**src/rtl/seq_gen_pkg.sv**
```systemverilog
// Shared definitions for the 1011 sync-framed serial link (transmit side).
package seq_gen_pkg;

    // Frame phases of the serial transmitter.
    typedef enum logic [1:0] {
        ST_IDLE  = 2'd0,
        ST_SYNC  = 2'd1,
        ST_DATA  = 2'd2,
        ST_GUARD = 2'd3
    } seq_state_e;

    // Sync pattern shared with the detector side of the link.
    localparam int                    SEQ_SYNC_W    = 4;
    localparam logic [SEQ_SYNC_W-1:0] SEQ_SYNC_PAT  = 4'b1011;
    localparam int                    SEQ_DATA_W    = 8;
    localparam int                    SEQ_GUARD_CYC = 2;

    // Total line cycles occupied by one frame.
    function automatic int frame_len(int sync_w, int data_w, int guard_cyc);
        return sync_w + data_w + guard_cyc;
    endfunction

    function automatic int max3(int a, int b, int c);
        int m;
        m = (a > b) ? a : b;
        return (m > c) ? m : c;
    endfunction

endpackage

```
**src/rtl/seq_gen_tx.sv**
```systemverilog
// Serial frame transmitter: sync pattern, payload MSB first, then low guard bits.
//
// state    | meaning
// ---------+-----------------------------------------------------------
// ST_IDLE  | line low, ready for a word
// ST_SYNC  | sending sync pattern, MSB first, cnt = bit index
// ST_DATA  | sending latched payload MSB first, shreg shifts left
// ST_GUARD | line low; last guard cycle pulses done and accepts next word
module seq_gen_tx
    import seq_gen_pkg::*;
#(
    parameter int                SYNC_W    = SEQ_SYNC_W,
    parameter logic [SYNC_W-1:0] SYNC_PAT  = SEQ_SYNC_PAT,
    parameter int                DATA_W    = SEQ_DATA_W,
    parameter int                GUARD_CYC = SEQ_GUARD_CYC
) (
    input  logic              clk,
    input  logic              rst,
    input  logic              in_valid,
    output logic              in_ready,
    input  logic [DATA_W-1:0] in_data,
    output logic              sout,
    output logic              busy,
    output logic              done
);

    localparam int CNT_W = $clog2(max3(SYNC_W, DATA_W, GUARD_CYC) + 1);

    localparam logic [CNT_W-1:0]  CNT_ONE    = CNT_W'(1);
    localparam logic [CNT_W-1:0]  SYNC_LAST  = CNT_W'(SYNC_W - 1);
    localparam logic [CNT_W-1:0]  DATA_LAST  = CNT_W'(DATA_W - 1);
    localparam logic [CNT_W-1:0]  GUARD_LAST = CNT_W'(GUARD_CYC - 1);
    localparam logic [SYNC_W-1:0] SYNC_MSB   = SYNC_W'(1) << (SYNC_W - 1);

    seq_state_e        state_q, state_d;
    logic [CNT_W-1:0]  cnt_q, cnt_d;
    logic [DATA_W-1:0] shreg_q, shreg_d;
    logic              sout_q, sout_d;
    logic              busy_q, busy_d;
    logic              done_q, done_d;
    logic              guard_last;
    logic              accept;
    logic [SYNC_W-1:0] sync_sh;

    // Ready depends only on flops so the sender never sees a valid->ready path.
    assign guard_last = (state_q == ST_GUARD) && (cnt_q == GUARD_LAST);
    assign in_ready   = (state_q == ST_IDLE) || guard_last;

    assign sout = sout_q;
    assign busy = busy_q;
    assign done = done_q;

    // State, counter, payload and registered line outputs; reset aborts any frame.
    always_ff @(posedge clk) begin
        if (rst) begin
            state_q <= ST_IDLE;
            cnt_q   <= '0;
            shreg_q <= '0;
            sout_q  <= 1'b0;
            busy_q  <= 1'b0;
            done_q  <= 1'b0;
        end else begin
            state_q <= state_d;
            cnt_q   <= cnt_d;
            shreg_q <= shreg_d;
            sout_q  <= sout_d;
            busy_q  <= busy_d;
            done_q  <= done_d;
        end
    end

    // Frame sequencing: count through each phase, chain frames on the last guard bit.
    always_comb begin
        state_d = state_q;
        cnt_d   = cnt_q;
        shreg_d = shreg_q;
        accept  = in_valid & in_ready;
        case (state_q)
            ST_IDLE: begin
                if (accept) begin
                    state_d = ST_SYNC;
                    cnt_d   = '0;
                    shreg_d = in_data;
                end
            end
            ST_SYNC: begin
                if (cnt_q == SYNC_LAST) begin
                    state_d = ST_DATA;
                    cnt_d   = '0;
                end else begin
                    cnt_d = cnt_q + CNT_ONE;
                end
            end
            ST_DATA: begin
                shreg_d = shreg_q << 1;
                if (cnt_q == DATA_LAST) begin
                    state_d = ST_GUARD;
                    cnt_d   = '0;
                end else begin
                    cnt_d = cnt_q + CNT_ONE;
                end
            end
            ST_GUARD: begin
                if (cnt_q == GUARD_LAST) begin
                    cnt_d = '0;
                    if (accept) begin
                        state_d = ST_SYNC;
                        shreg_d = in_data;
                    end else begin
                        state_d = ST_IDLE;
                    end
                end else begin
                    cnt_d = cnt_q + CNT_ONE;
                end
            end
            default: begin
                state_d = ST_IDLE;
                cnt_d   = '0;
            end
        endcase
    end

    // Line outputs are derived from the next state so they appear as flop outputs
    // in the same cycle the FSM enters that phase.
    always_comb begin
        sync_sh = SYNC_PAT << cnt_d;
        busy_d  = (state_d != ST_IDLE);
        done_d  = (state_d == ST_GUARD) && (cnt_d == GUARD_LAST);
        sout_d  = 1'b0;
        case (state_d)
            ST_SYNC: sout_d = |(sync_sh & SYNC_MSB);
            ST_DATA: sout_d = shreg_d[DATA_W-1];
            default: sout_d = 1'b0;
        endcase
    end

endmodule

```
**config.mk**
```make
export PLATFORM = sky130hd
export DESIGN_NAME = seq_gen_tx
export DESIGN_NICKNAME = d
export VERILOG_FILES = /design/src/rtl/seq_gen_pkg.sv /design/src/rtl/seq_gen_tx.sv
export SDC_FILE = /design/constraint.sdc
export NUM_CORES = 1
export LEC_CHECK = 0
export CAP_MARGIN = 15
export CORE_UTILIZATION = 45
export DETAILED_ROUTE_END_ITERATION = 8
export PLACE_DENSITY_LB_ADDON = 0.1
export REMOVE_ABC_BUFFERS = 1
export SYNTH_ARGS = -nofsm -noshare
export SYNTH_HDL_FRONTEND = slang
export SYNTH_SLANG_ARGS = --single-unit
```
**constraint.sdc**
```tcl
create_clock -name clk -period 2.21 [get_ports clk]
set_input_delay 0.442 -clock clk [delete_from_list [all_inputs] [get_ports clk]]
set_output_delay 0.442 -clock clk [all_outputs]
set_load 0.005 [all_outputs]
```
== Word-level counts from Yosys, hierarchy flattened ==
Cells that the tools add are included.
Cells by class
  equality and inequality tests: 11
  bitwise operators: 1
  shifts and indexed selects: 1
  add/sub/neg operators: 1
  reduce and logical (&&, ||, !) cells: 7
  muxes and demuxes: 15
Operators with widths (count)
  8-bit case mux with 3 select lines: 1
  4-bit 2-to-1 mux: 4
  8-bit 2-to-1 mux: 2
  4-bit case mux with 4 select lines: 1
  2-bit == test (second input constant): 4
  4-bit by 1-bit == test with 1-bit output (second input constant): 2
  2-bit 2-to-1 mux: 4
  2-bit case mux with 4 select lines: 1
  4-bit by 1-bit adder with 4-bit output (second input constant): 1
  2-bit by 1-bit == test with 1-bit output (second input constant): 2
  4-bit by 2-bit == test with 1-bit output (second input constant): 1
  4-bit by 3-bit == test with 1-bit output (second input constant): 1
  4-bit by 4-bit << shifter with 4-bit output (first input constant): 1
  3-bit nonzero test: 1
  1-bit logical AND: 2
  2-bit zero test: 1
  2-bit by 1-bit != test with 1-bit output (second input constant): 1
  1-bit case mux with 2 select lines: 1
  2-bit AND reduction: 1
  2-bit nonzero test: 1
  1-bit AND: 1
  1-bit logical OR: 1
  1-bit 2-to-1 mux: 1
Storage, ports and cells
  logic and storage cells: 43
  input bits: 11
  register bits after elaboration: 17
  output and inout bits: 4

== Logic depth before layout (Yosys ltp) ==
  depth in word-level cells: 9
  gate-level depth with buffers: 10
  gate-level depth less buffers: 10

== Worst setup path before layout ==
No wires, ideal clock.
  path kind: reg-to-reg
  start: reg cnt_q[0]
  end: reg sout_q (netlist: sout)
  arrival: 1.821 ns
  cell stages (with the launch flop): 11
  buffers on the path: 0
  clock period less this slack: 1.909 ns
  library setup time: 0.088 ns
  path slack: 0.301 ns
  required time: 2.122 ns
  path through: dfxtp_1 -> ha_1 -> nand3b_1 -> a21oi_1 -> a311oi_1 -> nor2_1 -> inv_1 -> ha_1 -> nor2_1 -> nand2_1 -> o32ai_2
On the way
  word-level cells in the longest chain between the ends: 9
  elaborated cells on any way between the ends: 25
  those cells by class: add/sub (1); eq/ne (5); shift (1); mux (15); bitwise (1); reduce/logical (2)
Ends and longest elaborated chain
  from (decl): line seq_gen_tx.sv:36  | logic [CNT_W-1:0] cnt_q, cnt_d;
  from (signal assigned): line seq_gen_tx.sv:64  | cnt_q <= cnt_d;
  4-bit by 1-bit == test with 1-bit output: line seq_gen_tx.sv:46, seq_gen_tx.sv:104
  1-bit logical AND: line seq_gen_tx.sv:46  | assign guard_last = (state_q == ST_GUARD) && (cnt_q == GUARD_LAST);
  1-bit logical OR: line seq_gen_tx.sv:47  | assign in_ready = (state_q == ST_IDLE) || guard_last;
  1-bit AND: line seq_gen_tx.sv:77  | accept = in_valid & in_ready;
  1-bit 2-to-1 mux: line seq_gen_tx.sv:106  | if (accept) begin
  2-bit 2-to-1 mux: line seq_gen_tx.sv:104  | if (cnt_q == GUARD_LAST) begin
  2-bit case mux with 4 select lines *: line seq_gen_tx.sv:78  | case (state_q)
  net state_d[0]: line seq_gen_tx.sv:35  | seq_state_e state_q, state_d;
  2-bit == test or 2-bit by 1-bit == test with 1-bit output (tied branches): line seq_gen_tx.sv:130  | case (state_d)
  1-bit case mux with 2 select lines *: line seq_gen_tx.sv:130
  to (signal assigned): line seq_gen_tx.sv:66  | sout_q <= sout_d;
  to (decl): line seq_gen_tx.sv:38  | logic sout_q, sout_d;
Mark *: on every way through the listed nets, which the timed path passes. The rest lies on a longest branch. The select of a mux whose other input is x is not followed.
A chain may end at the register's enable or synchronous reset.

== Worst setup path in the final report ==
  start: reg cnt_q[0]
  end: out in_ready
On the way
  word-level cells in the longest chain between the ends: 3
Ends and longest elaborated chain
  4-bit by 1-bit == test with 1-bit output: line seq_gen_tx.sv:46
  1-bit logical AND: line seq_gen_tx.sv:46
  1-bit logical OR: line seq_gen_tx.sv:47
  to (decl): line seq_gen_tx.sv:20  | output logic in_ready,
No other way between the ends.

==> impl_metrics.json <==
{
  "crit_fanout": 6,
  "cts_tree": "built",
  "holdPathStages": 2,
  "max_freq_ghz": 0.480,
  "insertion_delay_ps": 290,
  "wl_met3_um": 101,
  "path_class": "flop to output port",
  "num_antenna_cells": 0,
  "pre_cts_slack_ps": -145,
  "final_common_cell": "nor2_1",
  "final_max_slew_viol_count": 0,
  "r2r_cells": 10,
  "initial_core_util_pct": 48.3,
  "viasPerCell": 5.52,
  "final_antenna_net_count": 0,
  "slew_headroom_pct": 73.7,
  "netlist_area_um2": 947,
  "maxCapViolCount": 0,
  "synthXorXnorAreaFrac_pct": 0.925,
  "hold_end": "shreg_q[0]",
  "hold_class": "flop to flop",
  "area_growth_pct": 26.6,
  "synth-simple-area-share_pct": 25.4,
  "r2r_end": "sout",
  "grt_overflow": 0,
  "r2r_start": "cnt_q[0]",
  "ys_warn_count": 0,
  "ir_worst_vdd_mv": 0.400,
  "yosysTopAreaCellShare_pct": 35.9,
  "nets": 146,
  "nFillCells": 195,
  "syn_inst": 107,
  "setup_viol": 0,
  "drt-total-wl_um": 1910,
  "dieArea_um2": 2290,
  "multi_input_area_um2": 574,
  "synthMuxAreaShare_pct": 1.19,
  "critPathLaunchType": "flop",
  "grt_pass1_vias": 703,
  "portBuffers": 14,
  "cts_max_path_buffers": 2,
  "yosysTopAreaCell": "dfxtp_1",
  "cts_sinks": 17,
  "avgSynthCellArea_um2": 8.85,
  "worstHoldStart": "shreg_q[0]",
  "grt_usage_pct": 19.3,
  "grt_pass1_wl_um": 3130,
  "gp_congestion": 0.762,
  "rrSetupSlack_ps": 220,
  "cts_buffers": 3,
  "highest_layer": "met4",
  "cp.arrival_ps": 1640,
  "vias": 856,
  "met1_length_um": 957,
  "drt_iter0_drc": 58,
  "yosysUniqueCellTypes": 35,
  "synth-compound-area-share_pct": 24.3,
  "synthAdderAreaFrac_pct": 7.93,
  "ios": 15,
  "end_kind": "output port",
  "synth_area_leaders": "dfxtp_1 36%, ha_1 7.9%, nor2_1 7.5%",
  "finalWorstSetupSlack_ps": 126,
  "regArea_um2": 344,
  "fin_crit_sh_pct": 94.3,
  "holdWs_ps": 518,
  "yosysSeqAreaShare_pct": 35.9,
  "dpl.hpwl_um": 1450,
  "wl_met2_um": 831,
  "dieHeight_um": 47.9,
  "final_cell_mix": "19 x nor2_1, 14 x dfxtp_1, 14 x clkdlybuf4s50_1",
  "cts.clk_slew.worst_paths_ps": 100,
  "drc": 0,
  "rsz0062_at_grt": "no",
  "coreArea_um2": 1960,
  "grt_max_degree": 16,
  "die_w_um": 47.9,
  "rows": 16,
  "post_drt_wl_per_cell_um": 12.3,
  "power_density_nw_per_um2": 520,
  "yosys_register_bits": 17,
  "timing.final.crit_period_ps": 2080,
  "synth_top_family_by_area": "simple AND/OR/NAND/NOR gates",
  "hold_viol_final": 0,
  "clockRootBuffer": "clkbuf_4",
  "dr.pass1.iters": 4,
  "worst_pin_slew_ps": 394,
  "status": "completed",
  "worstPathRequired_ps": 1770,
  "skew_ps": 0.676,
  "drive_above_1_share_pct": 20.3,
  "power.leakage_nw": 0.481,
  "antenna_found_initial": 0,
  "htree_num_levels": 1,
  "ctsHoldBuffers": 0
}
## power breakdown
group	leakage, nW	total (mW)	switching (mW)	internal [mW]
logic	0.323	0.115	0.0498	0.0653
registers	0.140	0.339	0.0153	0.323
clock network	0.0177	0.170	0.103	0.0674
total	0.481	0.624	0.168	0.456
## flip-flops by register name, indices dropped and copies added (netlist names)
name,cells
done,1
cnt_q,4
busy,1
shreg_q,8
sout,1
state_q,2
## timing repair
action / CTS / global route
setup endpoints to repair: 0 / 2
gates resized for setup: 0 / 5
setup buffers: 0 / 0
## logic make-up after synthesis
group	count (synthesis)
AOI/OAI and AO/OA	27
xor gates and xnor gates	1
adders and majority gates	6
buffers and inverters	10
DFF	17
muxes	1
and+or+nand+nor	45
## worst max-delay path by stage
stage	depth (start not counted)	slack, ps	to	from
after global placement	9	-80	sout	in_valid
after detailed placement	9	-150	sout	in_valid
after floorplan	10	280	sout	cnt_q[0]
after CTS	4	10	in_ready	cnt_q[0]
final	4	130	in_ready	cnt_q[0]
after global routing	4	8	in_ready	cnt_q[2]
## synth_stat cells (all sizes together)
cell      n
a21o      1
nand3b    3
clkbuf    2
nand2b    4
dfxtp    17
o31a      1
nand4b    1
nor2     20
or2       1
a21boi    1
nand3     3
a22oi     1
a222oi    6
o32a      1
a32oi     1
buf       3
o211a     1
inv       5
nor4b     1
nor2b     1
o21ai     4
o32ai     1
nand2     6
mux2      1
nand4bb   1
ha        6
a21oi     6
a221oi    1
xor2      1
nand4     1
a311oi    1
nor3      2
and2      1
o41ai     1
## final cells by class
| cell class | count | area share (%) |
|---|---|---|
| Sequential cell | 17 | 28.7 |
| Tap cell | 27 | 2.82 |
| Timing Repair Buffer | 22 | 16.7 |
| Clock buffer | 3 | 1.88 |
| Multi-Input combinational cell | 80 | 47.9 |
| Clock inverter | 1 | 0.418 |
| Inverter | 5 | 1.57 |
## stage by stage
stage	instance area [um^2]	setup TNS [ps]	power, mW	cells	util (%)
floorplan	925	0	0.402	102	-
global placement	1160	-75.9	0.456	151	59.1
detailed placement	1160	-145	0.459	151	59.1
CTS	1190	0	0.630	155	60.5
global route	1200	0	0.658	155	61.1
finish	1200	0	0.624	155	61.1
## worst max-delay path, stage by stage, from the launching register on
cell             delay (ps)
dfxtp_2                 390
ha_2                    230
nand4_1                 140
nand2_1                 100
clkdlybuf4s50_1         490
## per-layer routing
| layer | track usage, % | vias up |
|---|---|---|
| li1 | - | 436 |
| met1 | 29.2 | 391 |
| met2 | 27.3 | 25 |
| met3 | 3.40 | 4 |
| met4 | 6.67 | 0 |
| met5 | 0 | - |
No activity file was read; power rests on OpenSTA's default activity.
